--- src/rtl/cache_arbiter.sv ---
// cache_arbiter: shares the single 256-bit memory line port between the icache and the dcache.
// Latency: a request seen in IDLE drives the memory strobe next cycle; every response is followed by one IDLE bubble.
// Backpressure: the losing cache keeps its request asserted and is served after the owner's mem_resp.
module cache_arbiter #(
  parameter int CNT_W = 16
) (
  input  logic             clk,
  input  logic             rst_n,
  // icache side
  input  logic             i_pmem_read,
  input  logic [31:0]      i_pmem_address,
  output logic [255:0]     i_pmem_rdata,
  output logic             i_pmem_resp,
  // dcache side
  input  logic             d_pmem_read,
  input  logic             d_pmem_write,
  input  logic [31:0]      d_pmem_address,
  input  logic [255:0]     d_pmem_wdata,
  output logic [255:0]     d_pmem_rdata,
  output logic             d_pmem_resp,
  // memory adaptor side
  output logic             mem_read,
  output logic             mem_write,
  output logic [31:0]      mem_address,
  output logic [255:0]     mem_wdata,
  input  logic [255:0]     mem_rdata,
  input  logic             mem_resp,
  // performance counters
  output logic [CNT_W-1:0] i_grant_cnt,
  output logic [CNT_W-1:0] d_grant_cnt,
  output logic [CNT_W-1:0] conflict_cnt
);

  typedef enum logic [1:0] {
    IDLE    = 2'd0,
    SERVE_I = 2'd1,
    SERVE_D = 2'd2
  } state_t;

  // Everything the arbiter forwards to the adaptor for one transaction.
  typedef struct packed {
    logic         read;
    logic         write;
    logic [31:0]  address;
    logic [255:0] wdata;
  } mem_req_t;

  localparam logic [CNT_W-1:0] CNT_MAX = '1;

  state_t           state;
  logic             last_grant;   // 0 = icache served last, 1 = dcache served last
  logic [CNT_W-1:0] i_cnt;
  logic [CNT_W-1:0] d_cnt;
  logic [CNT_W-1:0] c_cnt;

  logic             ireq;
  logic             dreq;
  mem_req_t         req;

  assign ireq = i_pmem_read;
  // A write-back and a fill are both "dcache wants memory".
  assign dreq = d_pmem_read | d_pmem_write;

  // Counters stick at all-ones so long runs never wrap back to small values.
  function automatic logic [CNT_W-1:0] sat_inc(input logic [CNT_W-1:0] v);
    return (v == CNT_MAX) ? v : v + CNT_W'(1);
  endfunction

  // Grant FSM, round-robin tie history and performance counters.
  always_ff @(posedge clk) begin
    if (!rst_n) begin
      state      <= IDLE;
      last_grant <= 1'b0;
      i_cnt      <= '0;
      d_cnt      <= '0;
      c_cnt      <= '0;
    end else begin
      case (state)
        IDLE: begin
          // mem_resp here belongs to no one and is deliberately ignored.
          if (ireq && dreq) begin
            c_cnt <= sat_inc(c_cnt);
            // Round-robin: the cache that was not served last wins the tie.
            state <= last_grant ? SERVE_I : SERVE_D;
          end else if (ireq) begin
            state <= SERVE_I;
          end else if (dreq) begin
            state <= SERVE_D;
          end
        end
        SERVE_I: begin
          // Ownership is held until the adaptor answers, even if the request drops.
          if (mem_resp) begin
            state      <= IDLE;
            last_grant <= 1'b0;
            i_cnt      <= sat_inc(i_cnt);
          end
        end
        SERVE_D: begin
          if (mem_resp) begin
            state      <= IDLE;
            last_grant <= 1'b1;
            d_cnt      <= sat_inc(d_cnt);
          end
        end
        default: state <= IDLE;
      endcase
    end
  end

  // Route the owning cache's request to memory and the response back to it only.
  always_comb begin
    req         = '0;
    i_pmem_resp = 1'b0;
    d_pmem_resp = 1'b0;
    case (state)
      SERVE_I: begin
        req.read    = i_pmem_read;
        req.address = i_pmem_address;
        i_pmem_resp = mem_resp;
      end
      SERVE_D: begin
        // Read and write together is illegal from the dcache; the write takes priority.
        req.read    = d_pmem_read & ~d_pmem_write;
        req.write   = d_pmem_write;
        req.address = d_pmem_address;
        req.wdata   = d_pmem_wdata;
        d_pmem_resp = mem_resp;
      end
      default: begin
        req = '0;
      end
    endcase
  end

  assign mem_read     = req.read;
  assign mem_write    = req.write;
  assign mem_address  = req.address;
  assign mem_wdata    = req.wdata;

  // Read data is broadcast; the resp pulse tells each cache whether it is meant for it.
  assign i_pmem_rdata = mem_rdata;
  assign d_pmem_rdata = mem_rdata;

  assign i_grant_cnt  = i_cnt;
  assign d_grant_cnt  = d_cnt;
  assign conflict_cnt = c_cnt;

endmodule

--- config.mk ---
export PLATFORM = sky130hd
export DESIGN_NAME = cache_arbiter
export DESIGN_NICKNAME = d
export VERILOG_FILES = /design/src/rtl/cache_arbiter.sv
export SDC_FILE = /design/constraint.sdc
export NUM_CORES = 1
export LEC_CHECK = 0
export BUFFER_PORTS_ARGS = -buffer_cell sky130_fd_sc_hd__buf_2
export CAP_MARGIN = 20
export CORE_AREA = 2 2 551 553
export CTS_BUF_LIST = sky130_fd_sc_hd__clkbuf_4
export DETAILED_ROUTE_END_ITERATION = 7
export DIE_AREA = 0 0 553 555
export PLACE_DENSITY_LB_ADDON = 0.05
export SKIP_CTS_REPAIR_TIMING = 1
export SLEW_MARGIN = 0
export SYNTH_ARGS = -nofsm -noshare
export SYNTH_HDL_FRONTEND = slang
export SYNTH_SLANG_ARGS = --single-unit
export TNS_END_PERCENT = 1
--- constraint.sdc ---
create_clock -name clk -period 1.9 [get_ports clk]
set_input_delay 0.475 -clock clk [delete_from_list [all_inputs] [get_ports clk]]
set_output_delay 0.475 -clock clk [all_outputs]
set_load 0.005 [all_outputs]
==> results.toml, run 1 <==
[die]
start_util = 0.02903
pin_count = 1434
die_h_um = 555
rows = 202
dieArea_mm2 = 0.3069
die_w_um = 553
coreArea_mm2 = 0.3013

[cts]
cts_root_buffer = "clkbuf_4"
cts_buffers = 5
ctsHtreeMaxLevel = 2
clk_latency_ps = 520
clockBufferDepth = 2
cts_tree = "yes"
cts_sinks = 51
clkTransAtPathRegs_ps = 250

[timing]
hold_viol = 0
rsz0062_at_grt = "true"
fin_skew_ps = 40.10
fmax_mhz = 384.3
period_minus_slack_ps = 2602
fin_ws_ps = -701.8
finalMaxSlewViolations = 0
slew-limit-headroom = 0.6636
min_period_over_period = 1.369
tightest_slew_ps = 500.7
setup_viol_count_final = 300
hold_slack_ps = 397.0

[route]
wl_per_cell_um = 20.35
drt_iter0_markers = 366
dr.pass1.iters = 4
wl_um = 111800
viasPerCell = 1.717
num_vias = 9434
drtAntennaViolNets = 0
drc = 0

[yosys]
avgSynthCellArea_um2 = 7.374
yosysMostFrequentCell = "buf_4"
syn_inst = 1186
synth_area_leader_cell = "buf_4"
ys_seq_elements = 51
synthesis.nets = 1774
yosysUniqueCellTypes = 47
netlist_area_mm2 = 0.008746
synth_enable_flop_cells = 0
ys.flop_type = "dfxtp_1"
synthArstFlopShare = 0
yosysSeqAreaShare = 0.1167
synth.top_cell.area_share = 0.4403
netlist_top_cells_count = "513 x buf_4, 259 x and2_1, 51 x dfxtp_1"
synth.area.top_cells = "buf_4 44%, and2_1 19%, dfxtp_1 12%"
ys_warn_count = 0

[finish]
nets = 2055
syn2layout_area_growth_pct = 88.80
instances_no_fill = 5494
nFillCells = 35800
drive_gt1_frac = 0.6880

[setup_path]
required_ps = 1420
critPathKind = "reg2out"
cp_max_fo = 8
cp-end-kind = "output pin"
arrival_ps = 2130
cp-start-kind = "flip-flop"

[power_and_ir_drop]
p_per_area_mw_per_mm2 = 422.6
p_total_w = 0.006978
p_leak_nw = 6.234
peakVddDrop_mv = 0.3296

[placement]
post-place-ws_ps = -592.5
routabilityCongestion = 0.8314
place_inst = 5420
numPortBuffers = 665
post-dp-hpwl_um = 100500

[job]
maxCapViolations = 0

[grt]
antenna_found_initial = 94
grt_pass1_wl_um = 130100
grt_start_max_net_pins = 61
gr-total-overflow = 0
gr-max-usage-layer = "met2"
grt.total_usage = 0.06705
grt_pass1_vias = 9655
grtUsageMet2 = 0.1167
use_met1 = 0.07256
use_met3 = 0.03209

[worst_hold_path]
min_path_type = "in2reg"

[outcome]
violations = "negative setup slack"
status = "complete, but fails checks"
-- path summary, 6_finish.rpt --
| path | startpoint | end | slack [ps] | cells after the start |
|---|---|---|---|---|
| hold reg to reg | conflict_cnt[15] | conflict_cnt[15] | 530 | 2 |
| setup reg to reg | state[1] | i_grant_cnt[15] | -230 | 8 |
| setup / recovery | state[1] | mem_wdata[61] | -700 | 8 |
| hold / removal | rst_n | i_grant_cnt[7] | 400 | 3 |
-- critical path: stages, from the launching register on --
cell and delay (ps):
dfxtp_2 380, buf_6 110, ha_4 180, buf_16 150, buf_16 150, buf_12 170
clkbuf_16 170, and2_4 140, buf_6 110
-- logic make-up (layout without fill, tap and decap cells) --
logic type,after synthesis,after routing,share of synthesized area
buffers and inverters,574,856,0.4672
DFF,51,51,0.1167
other,0,48,0
adders and majority gates,6,6,0.008583
and+or+nand+nor,427,427,0.3053
AOI/OAI and AO/OA,116,116,0.08870
muxes,10,10,0.01145
xor gates and xnor gates,2,2,0.002003
-- cell type report --
type                            instances  area (um2)  share of cell area
Clock buffer                            5       37.54            0.002273
Multi-Input combinational cell        561        4111              0.2490
Clock inverter                          3       67.56            0.004092
Tap cell                             3978        4977              0.3014
Sequential cell                        51        1037             0.06282
Timing Repair Buffer                  838        6118              0.3705
Antenna cell                           48       120.1            0.007274
Inverter                               10       42.54            0.002576
-- metrics by stage --
step              util  cell area [um2]  TNS (ps)
6_report       0.05481            16510   -174930
5_1_grt        0.05445            16400   -223720
4_1_cts        0.04989            15030   -249180
3_5_place_dp   0.04954            14920    -53150
3_3_place_gp   0.04954            14920    -63000
2_1_floorplan        -             8746     -2579
-- per-layer routing --
layer,routed length (um),part of all wire
met2,54570,0.49
met4,3229,0.029
met5,168,0.0015
met1,40940,0.37
met3,12890,0.12
-- cell usage in the layout (no fill, tap or decap), types with 18 or more instances in the layout --
master	instances
buf_4	114
nor2b_1	28
diode_2	48
a22oi_1	27
nand2_1	21
dfxtp_1	40
a21oi_1	24
buf_12	61
buf_2	574
and2_1	158
and2_4	89
o31ai_1	19
nand3_1	18
buf_6	66
-- registers in the layout, indices dropped and copies added, names as in the netlist --
register	flops
last_grant	1
state	2
conflict_cnt	16
d_grant_cnt	16
i_grant_cnt	16
-- report_power, final --
group / internal [W] / switching (W) / total, W
registers: 0.00109 / 0.0000114 / 0.00110
logic: 0.00242 / 0.00246 / 0.00488
clock network: 0.000406 / 0.000595 / 0.00100
(Power assumes the default switching activity.)
==> run 2: changes to the inputs <==
SKIP_LAST_GASP = 1   (was not set)
==> results.toml, run 2 (synthesis gave the netlist of run 1 again) <==
[outcome]
status = "complete, but fails checks"
violations = "negative setup slack"

[route]
viasPerCell = 1.698
wl_per_cell_um = 20.24
drc = 0
drt_iter0_markers = 380
drtAntennaViolNets = 0
wl_um = 111500
dr.pass1.iters = 4
num_vias = 9354

[setup_path]
crit_path_cell_trace = "buf_4 > ha_4 > buf_16 > buf_12 > buf_16 > and2_1 > buf_2"
critPathKind = "reg2out"
cp-end-kind = "output pin"
cp_max_fo = 29
cp_common_cell = "buf_16"
critical-path-max-stage-delay_ps = 390
critPathBufInv = 5
slowest_stage = "dfxtp_2"
arrival_ps = 2160
cp-start-kind = "flip-flop"
critical-path-top-delay-family = "buffers and inverters"
required_ps = 1420

[grt]
gr-total-overflow = 0
use_met3 = 0.03209
use_met1 = 0.07256
antenna_found_initial = 95
grt_pass1_vias = 9655
grt_pass1_wl_um = 130100
grt_start_max_net_pins = 61
grtUsageMet2 = 0.1167
gr-max-usage-layer = "met2"
grt.total_usage = 0.06705

[timing]
hold_viol = 0
rsz0062_at_grt = "true"
slew-limit-headroom = 0.6636
tightest_slew_ps = 500.8
fin_ws_ps = -731.2
fin_tns_setup_ps = -185910
period_minus_slack_ps = 2631
min_period_over_period = 1.385
fmax_mhz = 380.1
hold_slack_ps = 398.8
fin_skew_ps = 39.80
setup_viol_count_final = 325
finalMaxSlewViolations = 0

[die]
coreArea_mm2 = 0.3013
pin_count = 1434
start_util = 0.02903
rows = 202
die_h_um = 555
die_w_um = 553
dieArea_mm2 = 0.3069

[cts]
ctsHtreeMaxLevel = 2
cts_root_buffer = "clkbuf_4"
cts_tree = "yes"
cts_buffers = 5
clkTransAtPathRegs_ps = 250
clk_latency_ps = 520
cts_sinks = 51
clockBufferDepth = 2

[finish]
nFillCells = 35890
final_cell_mix = "650 x buf_2, 240 x and2_1, 115 x buf_4"
drive_gt1_frac = 0.6015
finish.utilization = 0.05193
final_common_cell = "buf_2"
syn2layout_area_growth_pct = 78.88
nets = 2055

[power_and_ir_drop]
seqPwrFrac = 0.171
switching_share = 0.4556
p_leak_nw = 5.971
peakVddDrop_mv = 0.3245
p_total_w = 0.006443
cell_internal_pwr_w = 0.003507
p_per_area_mw_per_mm2 = 411.8
combPwrFrac = 0.676
clkPwrFrac = 0.153
p_sw_w = 0.002935

[job]
maxCapViolations = 0

[worst_hold_path]
min_path_type = "in2reg"

[placement]
routabilityCongestion = 0.8314
numPortBuffers = 665
post-dp-hpwl_um = 100500
[run 2: through the flow]
step                instance area, um2  worst slack [ps]  cells
finish                           15650            -731.2   5510
global route                     15500            -867.3   5451
CTS                              15030             -1272   5428
detailed placement               14920            -592.5   5420
global placement                 14920            -617.8   5420
floorplan                         8746            -12.90   1186
[run 2: power by group through the flow]
stage                     Clock [W]  Combinational [W]  Sequential [W]
after floorplan                   0            0.00188         0.00112
after global placement            0            0.00413         0.00112
after detailed placement          0            0.00409         0.00112
after CTS                   0.00110            0.00411         0.00110
after global routing        0.00111            0.00476         0.00110
final                      0.000989            0.00435         0.00110
[run 2: layout make-up]
cell class | instances | area [um2] | area share
Antenna cell | 64 | 160.2 | 0.01024
Clock buffer | 5 | 37.54 | 0.002399
Clock inverter | 3 | 67.56 | 0.004319
Inverter | 10 | 37.54 | 0.002399
Multi-Input combinational cell | 561 | 3741 | 0.2391
Sequential cell | 51 | 1026 | 0.06558
Tap cell | 3978 | 4977 | 0.3181
Timing Repair Buffer | 838 | 5598 | 0.3578
[run 2: path summary, 6_finish.rpt]
kind	startpoint	end	slack (ps)	cells after the start
worst max-delay path	state[1]	mem_wdata[53]	-730	7
worst min register to register	conflict_cnt[3]	conflict_cnt[3]	530	2
worst min-delay path	rst_n	i_grant_cnt[7]	400	3
worst max register to register	state[1]	i_grant_cnt[13]	-300	8
[run 2: tightest hold or removal path: cells and delay by family]
kind | cells | cell delay [ps]
buffers and inverters | 2 | 310
AOI/OAI and AO/OA | 1 | 120
[run 2: layer usage]
layer	part of all wire	up-vias	wire, um
li1	-	4008	-
met5	0.0026	-	287
met2	0.49	671	54430
met4	0.028	28	3167
met3	0.11	290	12240
met1	0.37	4357	41410
==> run 3: changes to the inputs <==
CORE_AREA = 2 2 559 561   (was 2 2 551 553)
DIE_AREA = 0 0 561 563   (was 0 0 553 555)
PLACE_DENSITY = 0.3   (was not set)
PLACE_DENSITY_LB_ADDON = not set   (was 0.05)
clock period = 3.1 ns   (was 1.9 ns; I/O delays follow)
==> results.toml, run 3 (synthesis gave the netlist of run 1 again) <==
[timing]
min_period_over_period = 1.013
finalMaxSlewViolations = 0
setup_viol_count_final = 1
fmax_mhz = 318.5
fin_ws_ps = -39.97
period_minus_slack_ps = 3140
hold_slack_ps = 506.6
rsz0062_at_grt = "true"
fin_skew_ps = 15.05
tightest_slew_ps = 891.8
slew-limit-headroom = 0.4010
fin_tns_setup_ps = -39.97
hold_viol = 0

[grt]
grt.total_usage = 0.1004
grt_pass1_wl_um = 187500
grt_start_max_net_pins = 60
antenna_found_initial = 132
gr-total-overflow = 0
grt_pass1_vias = 8916

[finish]
syn2layout_area_growth_pct = 56.59
nFillCells = 37200
seq_area_mm2 = 0.001021
nets = 1915
multi_input_area_mm2 = 0.003670
final_cell_mix = "665 x buf_2, 259 x and2_1, 51 x dfxtp_1"
drive_gt1_frac = 0.5407
final_common_cell = "buf_2"

[power_and_ir_drop]
combPwrFrac = 0.688
clkPwrFrac = 0.102
cell_internal_pwr_w = 0.001553
seqPwrFrac = 0.210
p_sw_w = 0.001673
p_leak_nw = 4.941
peakVddDrop_mv = 0.1070
switching_share = 0.5186
p_per_area_mw_per_mm2 = 235.5

[placement]
numPortBuffers = 665
routabilityCongestion = 0.9344
post-dp-hpwl_um = 159200

[setup_path]
crit_path_cell_trace = "inv_1 > ha_4 > buf_6 > a22oi_1 > buf_4 > nor2b_1 > buf_2"
critPathKind = "reg2out"
required_ps = 2320
critical-path-max-stage-delay_ps = 530
cp-end-kind = "output pin"
critPathBufInv = 4
critical-path-top-delay-family = "buffers and inverters"
cp-start-kind = "flip-flop"
cp_max_fo = 22
arrival_ps = 2360
slowest_stage = "a22oi_1"

[die]
die_h_um = 563
start_util = 0.02818
rows = 205
pin_count = 1434
die_w_um = 561
coreArea_mm2 = 0.3104
dieArea_mm2 = 0.3158

[route]
wl_per_cell_um = 30.66
dr.pass1.iters = 6
drc = 0
viasPerCell = 1.773
drtAntennaViolNets = 0
wl_um = 168500
num_vias = 9745
drt_iter0_markers = 1048

[cts]
cts_root_buffer = "clkbuf_4"
clockBufferDepth = 2
cts_buffers = 5
clkTransAtPathRegs_ps = 170
cts_tree = "yes"
ctsHtreeMaxLevel = 2
cts_sinks = 51
clk_latency_ps = 390

[worst_hold_path]
min_path_type = "reg2reg"

[job]
maxCapViolations = 0

[outcome]
status = "complete, but fails checks"
violations = "negative setup slack"
[run 3: cell count changes in the layout (fill, tap and decap cells not counted), sizes merged]
cell,delta
clkbuf,-4
buf,-135
diode,-34
clkinvlp,-1
bufinv,-2
[run 3: metrics by stage]
stage	util	std cells	worst slack (ps)	cell area, um2	total power (W)
2_1_floorplan	-	1186	887.1	8746	0.001840
3_3_place_gp	0.04368	5460	46.13	13560	0.002947
3_5_place_dp	0.04368	5460	56.00	13560	0.002933
4_1_cts	0.04383	5466	-297.5	13600	0.003279
5_1_grt	0.04390	5468	-159.0	13630	0.003381
6_report	0.04413	5496	-39.97	13700	0.003226
[run 3: power by group through the flow]
| stage | Combinational (W) | Clock [W] | Sequential [W] |
|---|---|---|---|
| after CTS | 0.00225 | 0.000349 | 0.000676 |
| after global placement | 0.00226 | 0 | 0.000690 |
| after detailed placement | 0.00224 | 0 | 0.000690 |
| after global routing | 0.00233 | 0.000370 | 0.000678 |
| final | 0.00222 | 0.000330 | 0.000676 |
| after floorplan | 0.00115 | 0 | 0.000687 |
[run 3: final timing paths]
path	from	endpoint	slack (ps)	cells past startpoint
max	state[0]	mem_address[19]	-40	7
min	conflict_cnt[15]	conflict_cnt[15]	510	2
max reg2reg	state[0]	d_grant_cnt[9]	630	8
min reg2reg	conflict_cnt[15]	conflict_cnt[15]	510	2
[run 3: worst register-to-register path, delay by kind of cell (launching register included)]
kind                     cells  cell delay (ps)
adder cells (fa/ha/maj)      1              280
flip-flops                   1              350
AND/OR/NAND/NOR              3              970
buffers and inverters        3              650
AO/OA/AOI/OAI                1              160
[run 3: metal layers]
metal	share of wire	vias up	GRT usage
met3	0.25	422	0.1110
met4	0.038	48	0.02886
met2	0.45	1284	0.1618
li1	-	3686	-
met5	0.0037	-	0.006627
met1	0.26	4305	0.07875
[run 3: area by class of cell]
class,instances,share of cell area
Multi-Input combinational cell,561,0.2680
Tap cell,4140,0.3782
Sequential cell,51,0.07455
Inverter,10,0.002741
Timing Repair Buffer,698,0.2678
Antenna cell,30,0.005481
Clock buffer,6,0.003289
